## src/rtl/cmd_pkg.sv

```systemverilog
// Shared definitions for the command assembler.
//   state_t       : assembler FSM states (IDLE, COLLECT)
//   DEF_NUM_BYTES : default bytes per command
//   DEF_TIMEOUT   : default inter-byte idle limit in clock cycles
//   timer_width() : counter width needed to hold TIMEOUT_CYCLES-1
package cmd_pkg;

  typedef enum logic {
    IDLE    = 1'b0,
    COLLECT = 1'b1
  } state_t;

  localparam int DEF_NUM_BYTES = 2;
  localparam int DEF_TIMEOUT   = 50000;

  // The idle counter never needs to hold more than TIMEOUT_CYCLES-1.
  // A limit of 0 (disabled), 1 or 2 still gets a 1-bit counter so the
  // vector is never zero-width.
  function automatic int timer_width(input int cycles);
    return (cycles > 2) ? $clog2(cycles) : 1;
  endfunction

endpackage

```

## src/rtl/idle_timer.sv

```systemverilog
// Inter-byte idle timer.
// Counts enabled cycles and raises a combinational expire pulse in the cycle
// where the count has reached TIMEOUT_CYCLES-1 while still enabled.
// TIMEOUT_CYCLES = 0 disables the timer entirely (expire never fires).
// Ports:
//   clk, rst : clock and synchronous active-high reset
//   clear    : force the count back to 0 (has priority over enable)
//   enable   : count this cycle
//   expire   : limit reached this cycle (combinational, one cycle)
module idle_timer
  import cmd_pkg::*;
#(
  parameter int TIMEOUT_CYCLES = DEF_TIMEOUT
) (
  input  logic clk,
  input  logic rst,
  input  logic clear,
  input  logic enable,
  output logic expire
);

  localparam int CW = timer_width(TIMEOUT_CYCLES);
  localparam bit ENABLED = (TIMEOUT_CYCLES > 0);
  localparam logic [CW-1:0] LAST = ENABLED ? CW'(TIMEOUT_CYCLES - 1) : '0;

  logic [CW-1:0] count;

  assign expire = ENABLED && enable && !clear && (count == LAST);

  // Saturates at LAST; expiry restarts the count so the next partial
  // command begins from zero.
  always_ff @(posedge clk) begin
    if (rst || clear || expire) begin
      count <= '0;
    end else if (enable && (count != LAST)) begin
      count <= count + CW'(1);
    end
  end

endmodule

```

## src/rtl/cmd_assembler.sv

```systemverilog
// Assembles NUM_BYTES bytes from a UART receiver into one registered command.
//
// Handshakes:
//   rx_rdy/clr_rx_rdy   - a byte on rx_data is taken on every rising edge where
//                         rx_rdy=1; clr_rx_rdy mirrors rx_rdy combinationally
//                         so the receiver drops its flag after one cycle.
//   cmd_rdy/clr_cmd_rdy - cmd_rdy is set on the edge that completes a command
//                         and cleared by clr_cmd_rdy; a completion in the same
//                         cycle as clr_cmd_rdy wins, so no command is lost.
//
// Ports:
//   clk, rst     : clock, synchronous active-high reset
//   rx_rdy       : byte valid from receiver
//   rx_data      : received byte
//   clr_rx_rdy   : acknowledge to receiver (= rx_rdy)
//   clr_cmd_rdy  : consumer acknowledge of cmd
//   cmd          : last completed command (changes only on completion)
//   cmd_rdy      : a completed command is waiting
//   overrun      : sticky, a waiting command was overwritten
//   timeout      : one-cycle pulse, a partial command was dropped
//   byte_cnt     : bytes accepted into the current command
//   fsm_state    : debug view of the FSM (0 = IDLE, 1 = COLLECT)
module cmd_assembler
  import cmd_pkg::*;
#(
  parameter int NUM_BYTES      = DEF_NUM_BYTES,
  parameter bit MSB_FIRST      = 1'b1,
  parameter int TIMEOUT_CYCLES = DEF_TIMEOUT
) (
  input  logic                           clk,
  input  logic                           rst,
  input  logic                           rx_rdy,
  input  logic [7:0]                     rx_data,
  output logic                           clr_rx_rdy,
  input  logic                           clr_cmd_rdy,
  output logic [8*NUM_BYTES-1:0]         cmd,
  output logic                           cmd_rdy,
  output logic                           overrun,
  output logic                           timeout,
  output logic [$clog2(NUM_BYTES+1)-1:0] byte_cnt,
  output logic                           fsm_state
);

  localparam int W  = 8 * NUM_BYTES;
  localparam int CW = $clog2(NUM_BYTES + 1);
  localparam logic [CW-1:0] LAST_IDX = CW'(NUM_BYTES - 1);

  state_t        state;
  logic [W-1:0]  shreg;
  logic [W-1:0]  next_word;
  logic          complete;
  logic          ovr_event;
  logic          tmr_clear;
  logic          tmr_enable;
  logic          tmr_expire;

  assign clr_rx_rdy = rx_rdy;
  assign fsm_state  = (state == COLLECT);

  // Word as it looks once the byte on rx_data is shifted in. MSB-first
  // pushes older bytes upward; LSB-first enters at the top and walks down,
  // so after NUM_BYTES shifts the first byte sits in bits [7:0].
  always_comb begin
    next_word = '0;
    if (MSB_FIRST) begin
      next_word = (shreg << 8) | W'(rx_data);
    end else begin
      next_word = (shreg >> 8) | (W'(rx_data) << (W - 8));
    end
  end

  // byte_cnt is 0 in IDLE, so with NUM_BYTES=1 every byte completes at once.
  assign complete  = rx_rdy && (byte_cnt == LAST_IDX);
  assign ovr_event = complete && cmd_rdy && !clr_cmd_rdy;

  // Counter runs only while a partial command is waiting for more bytes;
  // any accepted byte restarts it, which also makes a byte arriving in the
  // would-be expiry cycle win over the timeout.
  assign tmr_clear  = rx_rdy || (state == IDLE);
  assign tmr_enable = (state == COLLECT) && !rx_rdy;

  idle_timer #(
    .TIMEOUT_CYCLES(TIMEOUT_CYCLES)
  ) u_idle_timer (
    .clk   (clk),
    .rst   (rst),
    .clear (tmr_clear),
    .enable(tmr_enable),
    .expire(tmr_expire)
  );

  always_ff @(posedge clk) begin
    if (rst) begin
      state    <= IDLE;
      byte_cnt <= '0;
      shreg    <= '0;
      cmd      <= '0;
      cmd_rdy  <= 1'b0;
      overrun  <= 1'b0;
      timeout  <= 1'b0;
    end else begin
      timeout <= tmr_expire;

      if (complete) begin
        cmd <= next_word;
      end

      if (complete) begin
        cmd_rdy <= 1'b1;
      end else if (clr_cmd_rdy) begin
        cmd_rdy <= 1'b0;
      end

      if (ovr_event) begin
        overrun <= 1'b1;
      end else if (clr_cmd_rdy) begin
        overrun <= 1'b0;
      end

      case (state)
        IDLE: begin
          if (rx_rdy) begin
            if (complete) begin
              shreg    <= '0;
              byte_cnt <= '0;
            end else begin
              shreg    <= next_word;
              byte_cnt <= byte_cnt + CW'(1);
              state    <= COLLECT;
            end
          end
        end
        COLLECT: begin
          if (rx_rdy) begin
            if (complete) begin
              shreg    <= '0;
              byte_cnt <= '0;
              state    <= IDLE;
            end else begin
              shreg    <= next_word;
              byte_cnt <= byte_cnt + CW'(1);
            end
          end else if (tmr_expire) begin
            shreg    <= '0;
            byte_cnt <= '0;
            state    <= IDLE;
          end
        end
        default: begin
          state <= IDLE;
        end
      endcase
    end
  end

endmodule

```

## config.mk

```make
export PLATFORM = sky130hd
export DESIGN_NAME = cmd_assembler
export DESIGN_NICKNAME = d
export VERILOG_FILES = /design/src/rtl/cmd_pkg.sv /design/src/rtl/idle_timer.sv /design/src/rtl/cmd_assembler.sv
export SDC_FILE = /design/constraint.sdc
export NUM_CORES = 1
export LEC_CHECK = 0
export ABC_AREA = 1
export CAP_MARGIN = 10
export CORE_AREA = 2 2 73 75
export DETAILED_ROUTE_END_ITERATION = 16
export DIE_AREA = 0 0 75 77
export GPL_ROUTABILITY_DRIVEN = 0
export PLACE_DENSITY_LB_ADDON = 0.1
export SETUP_SLACK_MARGIN = 0.1
export SKIP_LAST_GASP = 1
export SLEW_MARGIN = 15
export SYNTH_ARGS = -nofsm -noshare
export SYNTH_HDL_FRONTEND = slang
export SYNTH_HIERARCHICAL = 1
export SYNTH_SLANG_ARGS = --single-unit
```

## constraint.sdc

```tcl
create_clock -name clk -period 2.11 [get_ports clk]
set_clock_uncertainty 0.05 [all_clocks]
set_input_delay 0.422 -clock clk [delete_from_list [all_inputs] [get_ports clk]]
set_output_delay 0.422 -clock clk [all_outputs]
set_load 0.02 [all_outputs]
```

==> flow_summary.rst <==
.. list-table::
   :header-rows: 1

   * - Metric
     - Value
   * - Synth top area share
     - 41.0%
   * - Die boundary height
     - 77 um
   * - Largest voltage drop on the vdd net
     - 0.423 mV
   * - Number of buffers inserted by post-CTS setup repair
     - 0
   * - Post-route antenna net violation count
     - 0
   * - I/O pin cnt
     - 35
   * - Net count, final
     - 377
   * - Final antenna diode count
     - 0
   * - Met3 usage in global routing
     - 4.34%
   * - Synth warnings
     - 6
   * - Share of the yosys chip area belonging to registers
     - 41.0%
   * - Type of origin of the critical path
     - flop
   * - Path class of the lowest-slack min-delay path
     - flop to flop
   * - Post-layout total power
     - 1680 uW
   * - Maximum level of the CTS H-tree
     - 2
   * - Cells on Worst Hold Path
     - 2
   * - Most used DFF post-synth
     - dfxtp_1
   * - Share of synthesized flip-flops with an asynchronous set or reset
     - 0%
   * - Post-synth EDFFs
     - 0
   * - Final Cycle Share
     - 89.1%
   * - Leak pwr
     - 0.00111 uW
   * - Critical-path cell list
     - clkdlybuf4s50_1
   * - Cell family contributing the most delay on the critical path
     - buffers and inverters
   * - Setup slack, reg-to-reg
     - 380 ps
   * - Routing layer with the top usage in global route
     - met2
   * - Hold-fix buffers, CTS
     - 0
   * - Clock sinks
     - 46
   * - Number of CTS-inserted buffers
     - 5
   * - Final worst slack
     - 230 ps
   * - Placed Instance Area
     - 0.00268 mm2
   * - Number of buffer and inverter stages on the critical path
     - 1
   * - Final Hold Viols
     - 0
   * - Cells after Synth
     - 325
   * - Half-perimeter wire length of the detailed placement result
     - 3610 um
   * - Transition time of the tightest slew-check pin
     - 335 ps
   * - Horizontal extent of the die
     - 75 um
   * - Endpoint of the most critical register-to-register path
     - byte_cnt[0]
   * - Max Cap Viol
     - 0
   * - Global-route track usage on met2
     - 32.5%
   * - Worst-path clk slew
     - 90 ps
   * - Cell area after technology mapping
     - 0.00225 mm2
   * - Layout overhead on the synthesized area
     - 23.1%
   * - Port buffer count
     - 34
   * - Final design utilization
     - 55.6%
   * - Crit Reg-Reg Startpoint
     - u_idle_timer/count[0]
   * - Crit path max fanout
     - 6
   * - Met1 Resource Use GR
     - 22.3%
   * - Final TNS setup
     - 0 ps
   * - Most frequent cells after synthesis
     - nand2_1 (67), nor2_1 (64), dfxtp_1 (46)
   * - Setup Crit Path Kind
     - flop to output pin
   * - Vias per std cell
     - 4.67
   * - Register-to-Register Path Depth
     - 10
   * - Source of the worst hold timing path
     - overrun
   * - Finished Cell Area
     - 0.00277 mm2
   * - Number of setup violations in the final report
     - 0
   * - Total DRC errors in the routed layout
     - 0
   * - Drt wl/cell
     - 11.1 um
   * - RSZ-0062 raised after global routing
     - no
   * - Post-synth top area cell
     - dfxtp_1
   * - Number of cells on the critical path
     - 1
   * - Number of instances resized during post-cts repair
     - 0
   * - First-pass GRT wire length
     - 8560 um
   * - Synthesized area divided by synthesized cell count
     - 6.92 um2
   * - Via count of the first global-routing pass
     - 1946
   * - Pre-antenna DRT Iters
     - 4
   * - Arrival time of the worst setup path
     - 1410 ps
   * - Fraction of layout cells with a size suffix above 1
     - 11.8%
   * - Worst-path cell with the longest stage delay
     - clkdlybuf4s50_1
   * - Cell with the most instances after synthesis
     - nand2_1
   * - Total via count after detailed routing
     - 2033
   * - Area contributors post-synth
     - dfxtp_1 (41%), nand2_1 (11%), nor2_1 (11%), nand3_1 (8.5%), inv_1 (6.3%)
   * - Number of antenna violations at the first check in global routing
     - 0
   * - Required time worst endpoint
     - 1640 ps
   * - Number of synthesized register bits
     - 46
   * - Number of distinct library cells after synthesis
     - 24
   * - Slew headroom
     - 77.6%
   * - Die ar.
     - 0.00578 mm2
   * - Cell Rows
     - 26
   * - Largest stage delay on the critical path
     - 650 ps
   * - Pre-CTS setup slack
     - 112 ps
   * - Insertion delay to the later sink of the worst-skew pair
     - 300 ps
   * - Result of the run
     - finished, final reports clean
   * - Core region area
     - 0.00498 mm2
   * - Total congestion overflow after global routing
     - 0
   * - Pins over their slew limit
     - 0
   * - Post-layout min period
     - 1880 ps
   * - Global-route usage over all layers
     - 18.9%
   * - Power per unit of standard cell area
     - 606 mW/mm2
   * - Maximum achievable frequency
     - 532 MHz
   * - First-iteration detailed-routing DRC count
     - 89
   * - Endpoint of the worst hold-timing path
     - overrun
   * - TritonCTS clock tree
     - built
   * - Clk buf depth
     - 2
   * - Routed wire length
     - 4840 um
   * - Type of destination of the critical path
     - output pin
   * - Largest net degree at the start of global routing
     - 30
   * - Number of nets in the synthesized netlist
     - 338
   * - Library cell used as clock root buffer
     - clkbuf_8
   * - Initial core utilization
     - 45.2%
-- cells by family (layout without fill, tap and decap cells) --
logic type | count (synthesis) | count (layout) | synth area share, %
adders and majority gates | 1 | 1 | 0.556
DFF | 46 | 46 | 41.0
xor gates and xnor gates | 4 | 4 | 1.56
AOI/OAI and AO/OA | 24 | 24 | 5.45
and+or+nand+nor | 196 | 196 | 40.7
buffers and inverters | 54 | 94 | 10.7
-- area by class of cell --
type,count,area (um2)
clock buffer,5,68.8
multi-input combinational,225,1090
clock inverter,3,21.3
sequential,46,921
fill,495,2210
tap,70,87.6
timing repair buffer,43,423
inverter,43,161
-- layout by cell type, fill, tap and decap left out, types with 5 or more instances in the layout --
cell type        instances
nor2_1                  64
buf_4                    8
clkbuf_8                 5
inv_1                   38
nand2_1                 67
a21oi_1                 23
nand3_1                 38
nand3_2                 11
dfxtp_1                 46
clkdlybuf4s50_1         33
-- worst max path at each step --
stage | from | endpoint | slack [ps]
floorplan | fsm_state | byte_cnt[0] | 340
global placement | rx_rdy | clr_rx_rdy | 110
detailed placement | rx_rdy | clr_rx_rdy | 110
CTS | rx_rdy | clr_rx_rdy | 110
global route | byte_cnt[0] | byte_cnt[0] | 180
finish | byte_cnt[0] | byte_cnt[0] | 230
-- power breakdown --
| part | switching, uW | total [uW] | internal, uW | leakage [uW] |
|---|---|---|---|---|
| combinational | 119 | 220 | 100 | 0.000695 |
| sequential | 18.4 | 918 | 899 | 0.000374 |
| clock | 309 | 542 | 233 | 0.0000441 |
-- flip-flops by register name (all words and copies together), names as in the netlist --
register and cells:
shreg 8, overrun 1, timeout 1, cmd 16
u_idle_timer/count 16, cmd_rdy 1, byte_cnt 2, fsm_state 1
-- layer usage --
metal	wire (um)	share of wire, %	vias to the layer above
li1	-	-	1086
met1	2120	44	914
met2	2500	52	27
met3	153	3.2	6
met4	69	1.4	0
met5	0	0	-
-- stage by stage --
step                hold WS, ps  std cells
floorplan                   405        325
global placement            395        427
detailed placement          395        427
CTS                         408        435
global route                418        435
finish                      405        435
-- worst min-delay path, cell delays in order (launching register included) --
cell     delay (ps)
dfxtp_1         320
inv_1            50
a21oi_1          50
Note: power is estimated with default switching activity, not from simulation.
